[config.mk]
export PLATFORM = sky130hd
export DESIGN_NAME = wb_cmd_master
export DESIGN_NICKNAME = d
export VERILOG_FILES = /design/src/rtl/sdrc_wb_pkg.sv /design/src/rtl/wb_tmo_cnt.sv /design/src/rtl/wb_cmd_master.sv
export SDC_FILE = /design/constraint.sdc
export NUM_CORES = 1
export LEC_CHECK = 0
export BUFFER_PORTS_ARGS = -buffer_cell sky130_fd_sc_hd__buf_2
export CORE_MARGIN = 4
export CORE_UTILIZATION = 55
export CTS_BUF_LIST = sky130_fd_sc_hd__clkbuf_8
export DETAILED_ROUTE_END_ITERATION = 10
export GPL_ROUTABILITY_DRIVEN = 0
export PLACE_DENSITY = 0.87
export SYNTH_ARGS = -nofsm -noshare
export SYNTH_HDL_FRONTEND = slang
export SYNTH_SLANG_ARGS = --single-unit
[constraint.sdc]
create_clock -name wb_clk_i -period 4.8 [get_ports wb_clk_i]
set_input_delay 0.96 -clock wb_clk_i [delete_from_list [all_inputs] [get_ports wb_clk_i]]
set_output_delay 0.96 -clock wb_clk_i [all_outputs]
set_load 0.1 [all_outputs]
[src/rtl/sdrc_wb_pkg.sv]
// Shared definitions for the Wishbone command master.
//   state_e      : burst FSM states (idle, waiting for write data, bus request).
//   DefaultTmo   : default ack timeout in cycles.
//   DefaultLenW  : default width of the burst length field.
package sdrc_wb_pkg;

    typedef enum logic [1:0] {
        StIdle  = 2'd0,
        StWdata = 2'd1,
        StReq   = 2'd2
    } state_e;

    localparam int unsigned DefaultTmo  = 255;
    localparam int unsigned DefaultLenW = 8;

endpackage

[src/rtl/wb_tmo_cnt.sv]
// Loadable ack-timeout down-counter.
//   clk_i     : clock, rising edge
//   rst_ni    : synchronous active-low reset
//   load_i    : reload with Tmo-1 (bus request entry or ack)
//   en_i      : count while a bus request is outstanding
//   expired_o : Tmo cycles have elapsed since the last load while enabled
module wb_tmo_cnt #(
    parameter int unsigned Tmo  = 255,
    parameter int unsigned CntW = 16
) (
    input  logic clk_i,
    input  logic rst_ni,
    input  logic load_i,
    input  logic en_i,
    output logic expired_o
);

    localparam logic [CntW-1:0] LoadVal = CntW'(Tmo - 1);

    logic [CntW-1:0] cnt_q, cnt_d;

    always_comb begin
        cnt_d = cnt_q;
        if (load_i) begin
            cnt_d = LoadVal;
        end else if (en_i && (cnt_q != '0)) begin
            cnt_d = cnt_q - 1'b1;
        end
    end

    always_ff @(posedge clk_i) begin
        if (!rst_ni) begin
            cnt_q <= '0;
        end else begin
            cnt_q <= cnt_d;
        end
    end

    // Loaded with Tmo-1, so reaching zero marks the Tmo-th cycle in request.
    assign expired_o = en_i && (cnt_q == '0);

endmodule

[src/rtl/wb_cmd_master.sv]
// Wishbone burst master driven by a simple command/data stream interface.
//   wb_clk_i, wb_resetn               : clock and synchronous active-low reset
//   cmd_valid/cmd_ready/cmd_we/
//   cmd_addr/cmd_len                  : burst command (len is beats minus one)
//   wdata_valid/wdata_ready/wdata     : write data stream, one word per beat
//   rdata_valid/rdata                 : read data stream, no backpressure
//   done/err                          : end-of-burst pulse, err marks timeout abort
//   wb_*                              : Wishbone master bus (classic, registered outputs)
module wb_cmd_master
    import sdrc_wb_pkg::*;
#(
    parameter int unsigned APP_AW = 26,
    parameter int unsigned dw     = 32,
    parameter int unsigned LEN_W  = DefaultLenW,
    parameter int unsigned TMO    = DefaultTmo
) (
    input  logic              wb_clk_i,
    input  logic              wb_resetn,
    input  logic              cmd_valid,
    output logic              cmd_ready,
    input  logic              cmd_we,
    input  logic [APP_AW-1:0] cmd_addr,
    input  logic [LEN_W-1:0]  cmd_len,
    input  logic              wdata_valid,
    output logic              wdata_ready,
    input  logic [dw-1:0]     wdata,
    output logic              rdata_valid,
    output logic [dw-1:0]     rdata,
    output logic              done,
    output logic              err,
    output logic              wb_cyc_o,
    output logic              wb_stb_o,
    output logic              wb_we_o,
    output logic [APP_AW-1:0] wb_addr_o,
    output logic [dw-1:0]     wb_dat_o,
    output logic [dw/8-1:0]   wb_sel_o,
    output logic              wb_cti_o,
    input  logic [dw-1:0]     wb_dat_i,
    input  logic              wb_ack_i
);

    localparam logic [APP_AW-1:0] AddrStep = APP_AW'(dw / 8);

    state_e            state_q, state_d;
    logic [LEN_W-1:0]  len_q, len_d;
    logic [LEN_W-1:0]  beat_q, beat_d;

    logic              cmd_ready_d, wdata_ready_d, rdata_valid_d, done_d, err_d;
    logic              cyc_d, stb_d, we_d, cti_d;
    logic [APP_AW-1:0] addr_d;
    logic [dw-1:0]     dat_d, rdata_d;
    logic [dw/8-1:0]   sel_d;

    logic accept, wr_take, ack_req, last_beat, tmo_exp, tmo_load;

    assign accept    = (state_q == StIdle) && cmd_valid && cmd_ready;
    assign wr_take   = (state_q == StWdata) && wdata_valid && wdata_ready;
    assign ack_req   = (state_q == StReq) && wb_ack_i;
    assign last_beat = (beat_q == len_q);
    // Restart the timeout on every fresh request phase, including read beats after an ack.
    assign tmo_load  = (state_d == StReq) && ((state_q != StReq) || wb_ack_i);

    wb_tmo_cnt #(
        .Tmo  (TMO),
        .CntW (16)
    ) u_tmo (
        .clk_i     (wb_clk_i),
        .rst_ni    (wb_resetn),
        .load_i    (tmo_load),
        .en_i      (state_q == StReq),
        .expired_o (tmo_exp)
    );

    // State register
    always_ff @(posedge wb_clk_i) begin
        if (!wb_resetn) begin
            state_q <= StIdle;
        end else begin
            state_q <= state_d;
        end
    end

    // Next-state logic; an ack always beats a coincident timeout.
    always_comb begin
        state_d = state_q;
        unique case (state_q)
            StIdle:  if (accept) state_d = cmd_we ? StWdata : StReq;
            StWdata: if (wr_take) state_d = StReq;
            StReq: begin
                if (wb_ack_i) begin
                    if (last_beat)    state_d = StIdle;
                    else if (wb_we_o) state_d = StWdata;
                    else              state_d = StReq;
                end else if (tmo_exp) begin
                    state_d = StIdle;
                end
            end
            default: state_d = StIdle;
        endcase
    end

    // Next values of the registered outputs and burst bookkeeping.
    always_comb begin
        len_d         = len_q;
        beat_d        = beat_q;
        addr_d        = wb_addr_o;
        dat_d         = wb_dat_o;
        we_d          = wb_we_o;
        rdata_d       = rdata;
        rdata_valid_d = 1'b0;
        done_d        = 1'b0;
        err_d         = 1'b0;

        if (accept) begin
            len_d  = cmd_len;
            beat_d = '0;
            addr_d = cmd_addr;
            we_d   = cmd_we;
        end
        if (wr_take) begin
            dat_d = wdata;
        end
        if (ack_req) begin
            if (!wb_we_o) begin
                rdata_d       = wb_dat_i;
                rdata_valid_d = 1'b1;
            end
            if (last_beat) begin
                done_d = 1'b1;
            end else begin
                beat_d = beat_q + 1'b1;
                addr_d = wb_addr_o + AddrStep;
            end
        end else if ((state_q == StReq) && tmo_exp) begin
            done_d = 1'b1;
            err_d  = 1'b1;
        end
        if (state_d == StIdle) begin
            we_d = 1'b0;
        end

        cyc_d         = (state_d != StIdle);
        stb_d         = (state_d == StReq);
        sel_d         = cyc_d ? '1 : '0;
        cti_d         = cyc_d && (beat_d != len_d);
        wdata_ready_d = (state_d == StWdata);
        cmd_ready_d   = (state_d == StIdle);
    end

    always_ff @(posedge wb_clk_i) begin
        if (!wb_resetn) begin
            len_q       <= '0;
            beat_q      <= '0;
            cmd_ready   <= 1'b0;
            wdata_ready <= 1'b0;
            rdata_valid <= 1'b0;
            rdata       <= '0;
            done        <= 1'b0;
            err         <= 1'b0;
            wb_cyc_o    <= 1'b0;
            wb_stb_o    <= 1'b0;
            wb_we_o     <= 1'b0;
            wb_addr_o   <= '0;
            wb_dat_o    <= '0;
            wb_sel_o    <= '0;
            wb_cti_o    <= 1'b0;
        end else begin
            len_q       <= len_d;
            beat_q      <= beat_d;
            cmd_ready   <= cmd_ready_d;
            wdata_ready <= wdata_ready_d;
            rdata_valid <= rdata_valid_d;
            rdata       <= rdata_d;
            done        <= done_d;
            err         <= err_d;
            wb_cyc_o    <= cyc_d;
            wb_stb_o    <= stb_d;
            wb_we_o     <= we_d;
            wb_addr_o   <= addr_d;
            wb_dat_o    <= dat_d;
            wb_sel_o    <= sel_d;
            wb_cti_o    <= cti_d;
        end
    end

endmodule

---- Word level (Yosys, flattened, before mapping) ----
Index checks and enable logic that the tools add are counted.
storage, ports and cells
  register bits after elaboration ......... 137
  input bits .............................. 104
  output and inout port bits .............. 103
cells by class
  add/sub/neg operators ................... 3
  eq/ne operators ......................... 7
  multiplexer cells ....................... 22
  bitwise gates (word level) .............. 2
  reduce and logical (&&, ||, !) cells .... 22
operators with widths
  cell                                                                   number
  26-bit two-way mux                                                     3
  8-bit two-way mux                                                      6
  26-bit by 3-bit adder with 26-bit output (second input constant)       1
  16-bit zero test                                                       1
  16-bit nonzero test                                                    1
  16-bit by 1-bit subtractor with 16-bit output (second input constant)  1
  2-bit two-way mux                                                      7
  1-bit logical AND                                                      10
  8-bit by 1-bit adder with 8-bit output (second input constant)         1
  8-bit == test                                                          1
  8-bit != test                                                          1
  2-bit one-hot mux with 3 select lines                                  1
  2-bit OR reduction                                                     3
  2-bit by 1-bit == test with 1-bit output (second input constant)       2
  2-bit == test (second input constant)                                  2
  2-bit zero test                                                        2
  1-bit two-way mux                                                      4
  4-bit two-way mux                                                      1
  2-bit AND reduction                                                    2
  2-bit nonzero test                                                     2
  2-bit != test (second input constant)                                  1
  1-bit inverter                                                         2
  1-bit logical OR                                                       1

---- Longest topological paths before layout ----
Gate-level depths: netlist of run 1.
  word-level depth ........................ 8
  depth in mapped cells ................... 10
  gate-level depth less buffers ........... 9

---- Modules after synthesis ----
Synthesis of run 1 repeated with hierarchy kept, for this count alone.
second synthesis, totals
  cell total of the unflattened synthesis .. 802
  area, all modules ....................... 6413.7 um2
by module, submodules not included
  module         instances  cells each  area each (um2)
  wb_cmd_master  1          690         5484.0
  wb_tmo_cnt     1          112         929.6

---- Worst setup path after synthesis of run 1 ----
No wires, ideal clock.
  path kind ............................... reg-to-reg
  from .................................... register wb_addr_o[2]
  to ...................................... register wb_addr_o[24]
  library setup time ...................... 0.128 ns
  data arrival time ....................... 2.716 ns
  slack ................................... 1.957 ns
  cell stages (with the launch flop) ...... 10
  buffers on the path ..................... 1
  cell sequence ........................... dfxtp_1 -> ha_1 -> and3_1 -> and4_1 -> clkbuf_1 -> nand4_1 -> nor4_1 -> o21ai_0 -> a222oi_1 -> nor2_1
on the way
  longest elaborated chain between the ends .. 3
ends and longest elaborated chain
  what                                      line                  RTL
  start, declared                           wb_cmd_master.sv:34   output logic [APP_AW-1:0] wb_addr_o,
  start signal, assigned                    wb_cmd_master.sv:179  wb_addr_o <= addr_d;
  26-bit by 3-bit adder with 26-bit output  wb_cmd_master.sv:132  addr_d = wb_addr_o + AddrStep;
  26-bit two-way mux                        wb_cmd_master.sv:128  if (last_beat) begin
  26-bit two-way mux                        wb_cmd_master.sv:123  if (ack_req) begin
No other way between the ends.
A chain may end at the register's enable or synchronous reset.

---- Worst setup path in the final report of run 1 ----
  from .................................... register beat_q[0]
  to ...................................... register wb_cti_o
on the way
  longest elaborated chain between the ends .. 6
ends and longest elaborated chain
  what                                                                                            line                  RTL
  start, declared                                                                                 wb_cmd_master.sv:46   logic [LEN_W-1:0] beat_q, beat_d;
  start signal, assigned                                                                          wb_cmd_master.sv:169  beat_q <= beat_d;
  parallel branches: the longest is 5 deep, another holds 8-bit by 1-bit adder with 8-bit output  n/a
  1-bit logical AND (*)                                                                           wb_cmd_master.sv:145  cti_d = cyc_d && (beat_d != len_d);
  end signal, assigned                                                                            wb_cmd_master.sv:182  wb_cti_o <= cti_d;
  end, declared                                                                                   wb_cmd_master.sv:37   output logic wb_cti_o,
Every way passes the cells marked *.

==> results of run 1 <==
## worst paths after layout
kind | start | endpoint | slack (ns) | cells after the start
hold reg to reg | wb_dat_o[11] | wb_dat_o[11] | 0.45 | 2
setup reg to reg | beat_q[0] | wb_cti_o | 1.95 | 8
hold / removal | wb_dat_o[11] | wb_dat_o[11] | 0.45 | 2
setup / recovery | beat_q[0] | wb_cti_o | 1.95 | 8
## synth_stat cells (2+ instances only)
cell type,n,share of area (%)
a221oi_1,8,1.2
nor2_1,54,3.5
buf_4,5,0.65
or3_1,6,0.65
nand2_1,195,13
nor4_1,5,0.54
inv_1,10,0.65
and3_1,7,0.76
a211oi_1,2,0.26
or4_4,2,0.39
a21o_1,3,0.39
dfxtp_1,133,46
xor2_1,8,1.2
o211ai_1,2,0.26
mux2i_1,4,0.69
nor3_1,21,1.8
and2_1,7,0.76
a311oi_1,2,0.30
buf_2,7,0.61
nand4_1,5,0.54
o21a_1,3,0.39
nand3_1,14,1.2
clkbuf_1,33,2.1
and4_1,2,0.30
a2111oi_2,2,0.52
xnor2_1,18,2.7
buf_6,2,0.39
a21oi_2,2,0.30
a222oi_1,5,0.87
o21ai_0,21,1.8
ha_1,4,0.87
a21oi_1,106,9.2
nor2b_1,3,0.32
a32oi_1,2,0.30
nand2b_1,7,0.76
## layout by cell type (no fill, tap or decap), types with 3 or more instances in the layout
cell type / n
a21o_1: 3
a21oi_1: 106
a221oi_1: 8
a222oi_1: 5
and2_1: 7
and3_1: 7
buf_2: 206
buf_4: 6
bufinv_16: 4
clkbuf_8: 19
clkinv_2: 3
clkinv_4: 3
clkinvlp_4: 3
dfxtp_1: 133
ha_1: 4
inv_1: 9
mux2i_1: 4
nand2_1: 195
nand2b_1: 7
nand3_1: 14
nand4_1: 5
nor2_1: 53
nor2b_1: 3
nor3_1: 21
nor4_1: 5
o21a_1: 3
o21ai_0: 21
or3_1: 6
xnor2_1: 18
xor2_1: 8
## worst max-delay path, stage by stage, from the launching register on
cell	delay [ns]
dfxtp_1	0.49
xnor2_1	0.24
nand4bb_1	0.28
o31a_1	0.36
buf_4	0.24
nor2_1	0.62
a221oi_2	0.19
xnor2_1	0.18
a41oi_1	0.11
## registers in the layout, summed over array words and instances (netlist names), 2 cells and up
register,flops
wb_addr_o,26
u_tmo.cnt_q,16
rdata,32
beat_q,8
state_q,2
len_q,8
wb_dat_o,32
## metrics by stage
step	hold slack [ns]	instances	power, mW	setup slack (ns)
CTS	0.454	1065	2.73	1.98
detailed placement	0.443	1034	1.71	1.72
global route	0.472	1065	2.83	1.78
global placement	0.438	1034	1.71	1.80
floorplan	0.448	734	1.61	1.96
finish	0.453	1065	2.71	1.95
## layout make-up
class                      count  area, sq um
inverter                      10         38.8
timing repair buffer         212         1080
clock inverter                12          179
clock buffer                  19          262
tap                          136          170
multi-input combinational    543         2860
fill                         856         3030
sequential                   133         2660
## logic make-up (layout without fill, tap and decap cells)
| logic type | after synthesis | after routing | synth area share, % |
|---|---|---|---|
| fa+ha+maj | 4 | 4 | 0.865 |
| simple gates | 339 | 339 | 26.1 |
| mux | 4 | 4 | 0.692 |
| buf+inv | 58 | 253 | 4.50 |
| xor+xnor | 26 | 26 | 3.94 |
| compound gates | 170 | 170 | 17.8 |
| flops | 133 | 133 | 46.0 |
## per-layer routing
layer | wire [um] | global-route usage [%]
met1 | 6430 | 30.1
met2 | 7110 | 39.0
met3 | 1450 | 8.82
met4 | 228 | 7.39
met5 | 13 | 0
## where the power goes
| group | switching [mW] | total, mW | internal (mW) |
|---|---|---|---|
| Sequential | 0.0388 | 1.18 | 1.14 |
| Clock | 0.427 | 1.02 | 0.591 |
| Combinational | 0.372 | 0.510 | 0.138 |
==> results.yml, run 1 <==
timing:
  rsz0062_at_grt: "false"
  fin_skew_ns: 0.0160
  max_freq_mhz: 351
  fin_crit_sh_pct: 59.3
  setup_tns_ns: 0
  worst_pin_slew_ns: 1.15
  period_minus_slack_ns: 2.85
  relSlewSlack_pct: 23.4
  drv_slew: 0
  hold_viol_final: 0
  finalSetupViolations: 0
synth:
  ys_types: 59
  synth_flop_cell: "dfxtp_1"
  ys_warn_count: 0
  synth_seq_area_share_pct: 46.0
  ys_seq_elements: 133
  synthArstFlopShare_pct: 0
  syn-num-nets: 842
  synthesis.area_sq_um: 5780
  synth_edf_count: 0
  netlist_instances: 734
  synth.avg_cell_area_sq_um: 7.88
layout:
  utilization_pct: 70.6
  area_delta_synth_final_pct: 25.4
  nets: 1025
  drive_gt1_share_pct: 28.0
  stdcell_area_sq_um: 7250
  n_antenna_cell: 0
global_route:
  grt_pass1_vias: 5274
  grt_max_degree: 62
  grt_pass1_wl_mm: 24.8
  grt_use_total_pct: 24.1
  overflow: 0
  grt_antenna_before_repair: 1
routing:
  drc: 0
  drt_iter0_markers: 538
  vias_per_cell: 5.43
  vias: 5781
  drtAntennaViolNets: 0
  first_pass_iters: 5
  routed_wl_mm: 15.2
  wl_per_cell_um: 14.3
floorplan:
  io_pins: 207
  core_area_sq_um: 10300
  dieArea_sq_um: 12200
  initial_utilization_pct: 56.3
  rows: 37
  die_x_um: 111
  die_height_um: 111
clock_tree:
  cts_max_path_buffers: 2
  hold_buffers: 0
  cts_tree: "built"
  clkSinkCount: 133
  ctsResizeCount: 0
  htreeDepth: 4
  cts_buffers: 17
  cts_root_buf: "clkbuf_8"
  cts_setup_buffers: 0
  clkSlewWorstSetupHoldPaths_ns: 0.08
  clock_latency_ns: 0.43
place:
  port_buffers: 206
  dp_hpwl_mm: 10.8
  place_area_sq_um: 6810
worst_setup_path:
  setup.worst_path.start_class: "register"
  arrival_ns: 3.14
  worst_ep_required_time_ns: 5.10
  cp-end-kind: "register"
  crit_type: "reg2reg"
  path_max_fanout: 32
power_and_ir_drop:
  p_per_area_nw_per_um2: 374
  p_leak_nw: 3.06
  peakVddDrop_v: 0.000256
outcome:
  status: "completed"
min_path:
  hold_path.class: "reg2reg"
run:
  maxCapViolCount: 0
(Power assumes the default switching activity.)
==> run 2: changes to the inputs <==
--- a/config.mk
+++ b/config.mk
@@ -7,11 +7,11 @@
 export LEC_CHECK = 0
 export BUFFER_PORTS_ARGS = -buffer_cell sky130_fd_sc_hd__buf_2
 export CORE_MARGIN = 4
-export CORE_UTILIZATION = 55
+export CORE_UTILIZATION = 51
 export CTS_BUF_LIST = sky130_fd_sc_hd__clkbuf_8
 export DETAILED_ROUTE_END_ITERATION = 10
 export GPL_ROUTABILITY_DRIVEN = 0
-export PLACE_DENSITY = 0.87
+export PLACE_DENSITY = 0.82
 export SYNTH_ARGS = -nofsm -noshare
 export SYNTH_HDL_FRONTEND = slang
 export SYNTH_SLANG_ARGS = --single-unit
==> constraint.sdc (replaced) <==
create_clock -name wb_clk_i -period 2.65 [get_ports wb_clk_i]
set_input_delay 0.53 -clock wb_clk_i [delete_from_list [all_inputs] [get_ports wb_clk_i]]
set_output_delay 0.53 -clock wb_clk_i [all_outputs]
set_load 0.1 [all_outputs]
==> results.yml, run 2 (synthesis gave the netlist of run 1 again) <==
clock_tree:
  htreeDepth: 4
  hold_buffers: 0
  clkSlewWorstSetupHoldPaths_ns: 0.09
  clkSinkCount: 133
  clock_latency_ns: 0.43
  cts_setup_buffers: 0
  cts_buffers: 17
  cts_tree: "built"
  cts_root_buf: "clkbuf_8"
  ctsResizeCount: 0
  cts_max_path_buffers: 2
global_route:
  grt_pass1_wl_mm: 25.5
  overflow: 0
  grt_antenna_before_repair: 2
  grt_pass1_vias: 5436
  grt_max_degree: 85
  grt_use_total_pct: 23.7
run:
  maxCapViolCount: 0
layout:
  fillers: 950
  final_cell_mix: "buf_2 (206), nand2_1 (195), dfxtp_1 (130), a21oi_1 (106), nor2_1 (53)"
  final_common_cell: "buf_2"
  stdcell_area_sq_um: 7340
  area_delta_synth_final_pct: 27.0
  nets: 1036
  reg_top3: "rdata (32), wb_dat_o (32), wb_addr_o (26)"
  drive_gt1_share_pct: 29.2
  finalNonFillerCells: 1082
routing:
  first_pass_iters: 6
  vias_per_cell: 5.41
  drt_iter0_markers: 414
  wl_per_cell_um: 14.5
  routed_wl_mm: 15.7
  vias: 5856
  drc: 0
  drtAntennaViolNets: 0
place:
  dp_hpwl_mm: 11.0
  place_area_sq_um: 6930
  dp_cells: 1049
  port_buffers: 206
floorplan:
  io_pins: 207
  rows: 38
  core_area_sq_um: 11000
  initial_utilization_pct: 52.7
  die_x_um: 114
  dieArea_sq_um: 13100
  die_height_um: 114
worst_setup_path:
  crit_type: "reg2reg"
  worst_ep_required_time_ns: 2.95
  path_max_fanout: 10
  r2r_cells: 8
  arrival_ns: 2.71
  setup.worst_path.start_class: "register"
  cp-end-kind: "register"
timing:
  finalSetupViolations: 0
  fin_skew_ns: 0.0128
  fin_crit_sh_pct: 90.8
  period_minus_slack_ns: 2.41
  hold_viol_final: 0
  relSlewSlack_pct: 58.3
  setup_tns_ns: 0
  worst_pin_slew_ns: 0.624
  drv_slew: 0
  rsz0062_at_grt: "false"
  max_freq_mhz: 415
power_and_ir_drop:
  p_per_area_nw_per_um2: 660
  p_leak_nw: 3.12
  peakVddDrop_v: 0.000607
  finalPower_mw: 4.85
min_path:
  whs_path_depth: 3
  hold_path.class: "in2reg"
outcome:
  status: "completed"
## run 2: cell count changes in the layout (fill, tap and decap cells not counted), sizes merged
cell and delta:
clkinv -1, bufinv -2, clkbuf -1, clkinvlp -1, inv +6, buf +11, diode +1
## run 2: area by class of cell
type / instances / area (sq um) / area share [%]
diodes: 1 / 2.50 / 0.0341
clock inverters: 14 / 165 / 2.25
well taps: 140 / 175 / 2.39
multi-input cells: 543 / 2860 / 39.0
repair buffers: 223 / 1180 / 16.1
clock buffers: 18 / 248 / 3.37
flip-flops and latches: 133 / 2670 / 36.3
inverters: 10 / 38.8 / 0.528
## run 2: report_power, final
| group | internal (mW) | leakage (nW) | total [mW] | switching, mW |
|---|---|---|---|---|
| Sequential | 2.07 | 1.08 | 2.14 | 0.0706 |
| Combinational | 0.274 | 1.84 | 0.955 | 0.681 |
| Clock | 0.888 | 0.203 | 1.75 | 0.861 |
## run 2: worst paths after layout
kind / startpoint / endpoint / slack [ns]
max reg2reg: beat_q[0] / wb_cti_o / 0.24
min reg2reg: rdata[25] / rdata[25] / 0.45
min: wdata[27] / wb_dat_o[27] / 0.33
max: beat_q[0] / wb_cti_o / 0.24
## run 2: routing by layer
layer / vias up / global-route usage (%) / wire (um)
met5: - / 0 / 7
met4: 2 / 6.81 / 256
met3: 22 / 8.09 / 1360
met2: 243 / 39.0 / 7590
met1: 2696 / 29.6 / 6450
li1: 2893 / - / -
## run 2: stage by stage
| stage | worst slack [ns] | hold slack, ns | util, % |
|---|---|---|---|
| finish | 0.243 | 0.326 | 66.8 |
| global route | 0.0376 | 0.301 | 66.8 |
| CTS | 0.271 | 0.300 | 66.8 |
| detailed placement | 0.330 | 0.444 | 63.1 |
| global placement | 0.381 | 0.439 | 63.1 |
| floorplan | -0.0117 | 0.448 | - |
## run 2: worst max-delay path, cell delays in order (launching register included)
cell	delay, ns
dfxtp_1	0.38
xnor2_1	0.34
nand4bb_1	0.28
o31a_1	0.38
buf_4	0.18
and3_1	0.18
a221oi_2	0.26
xnor2_1	0.16
a41oi_1	0.11
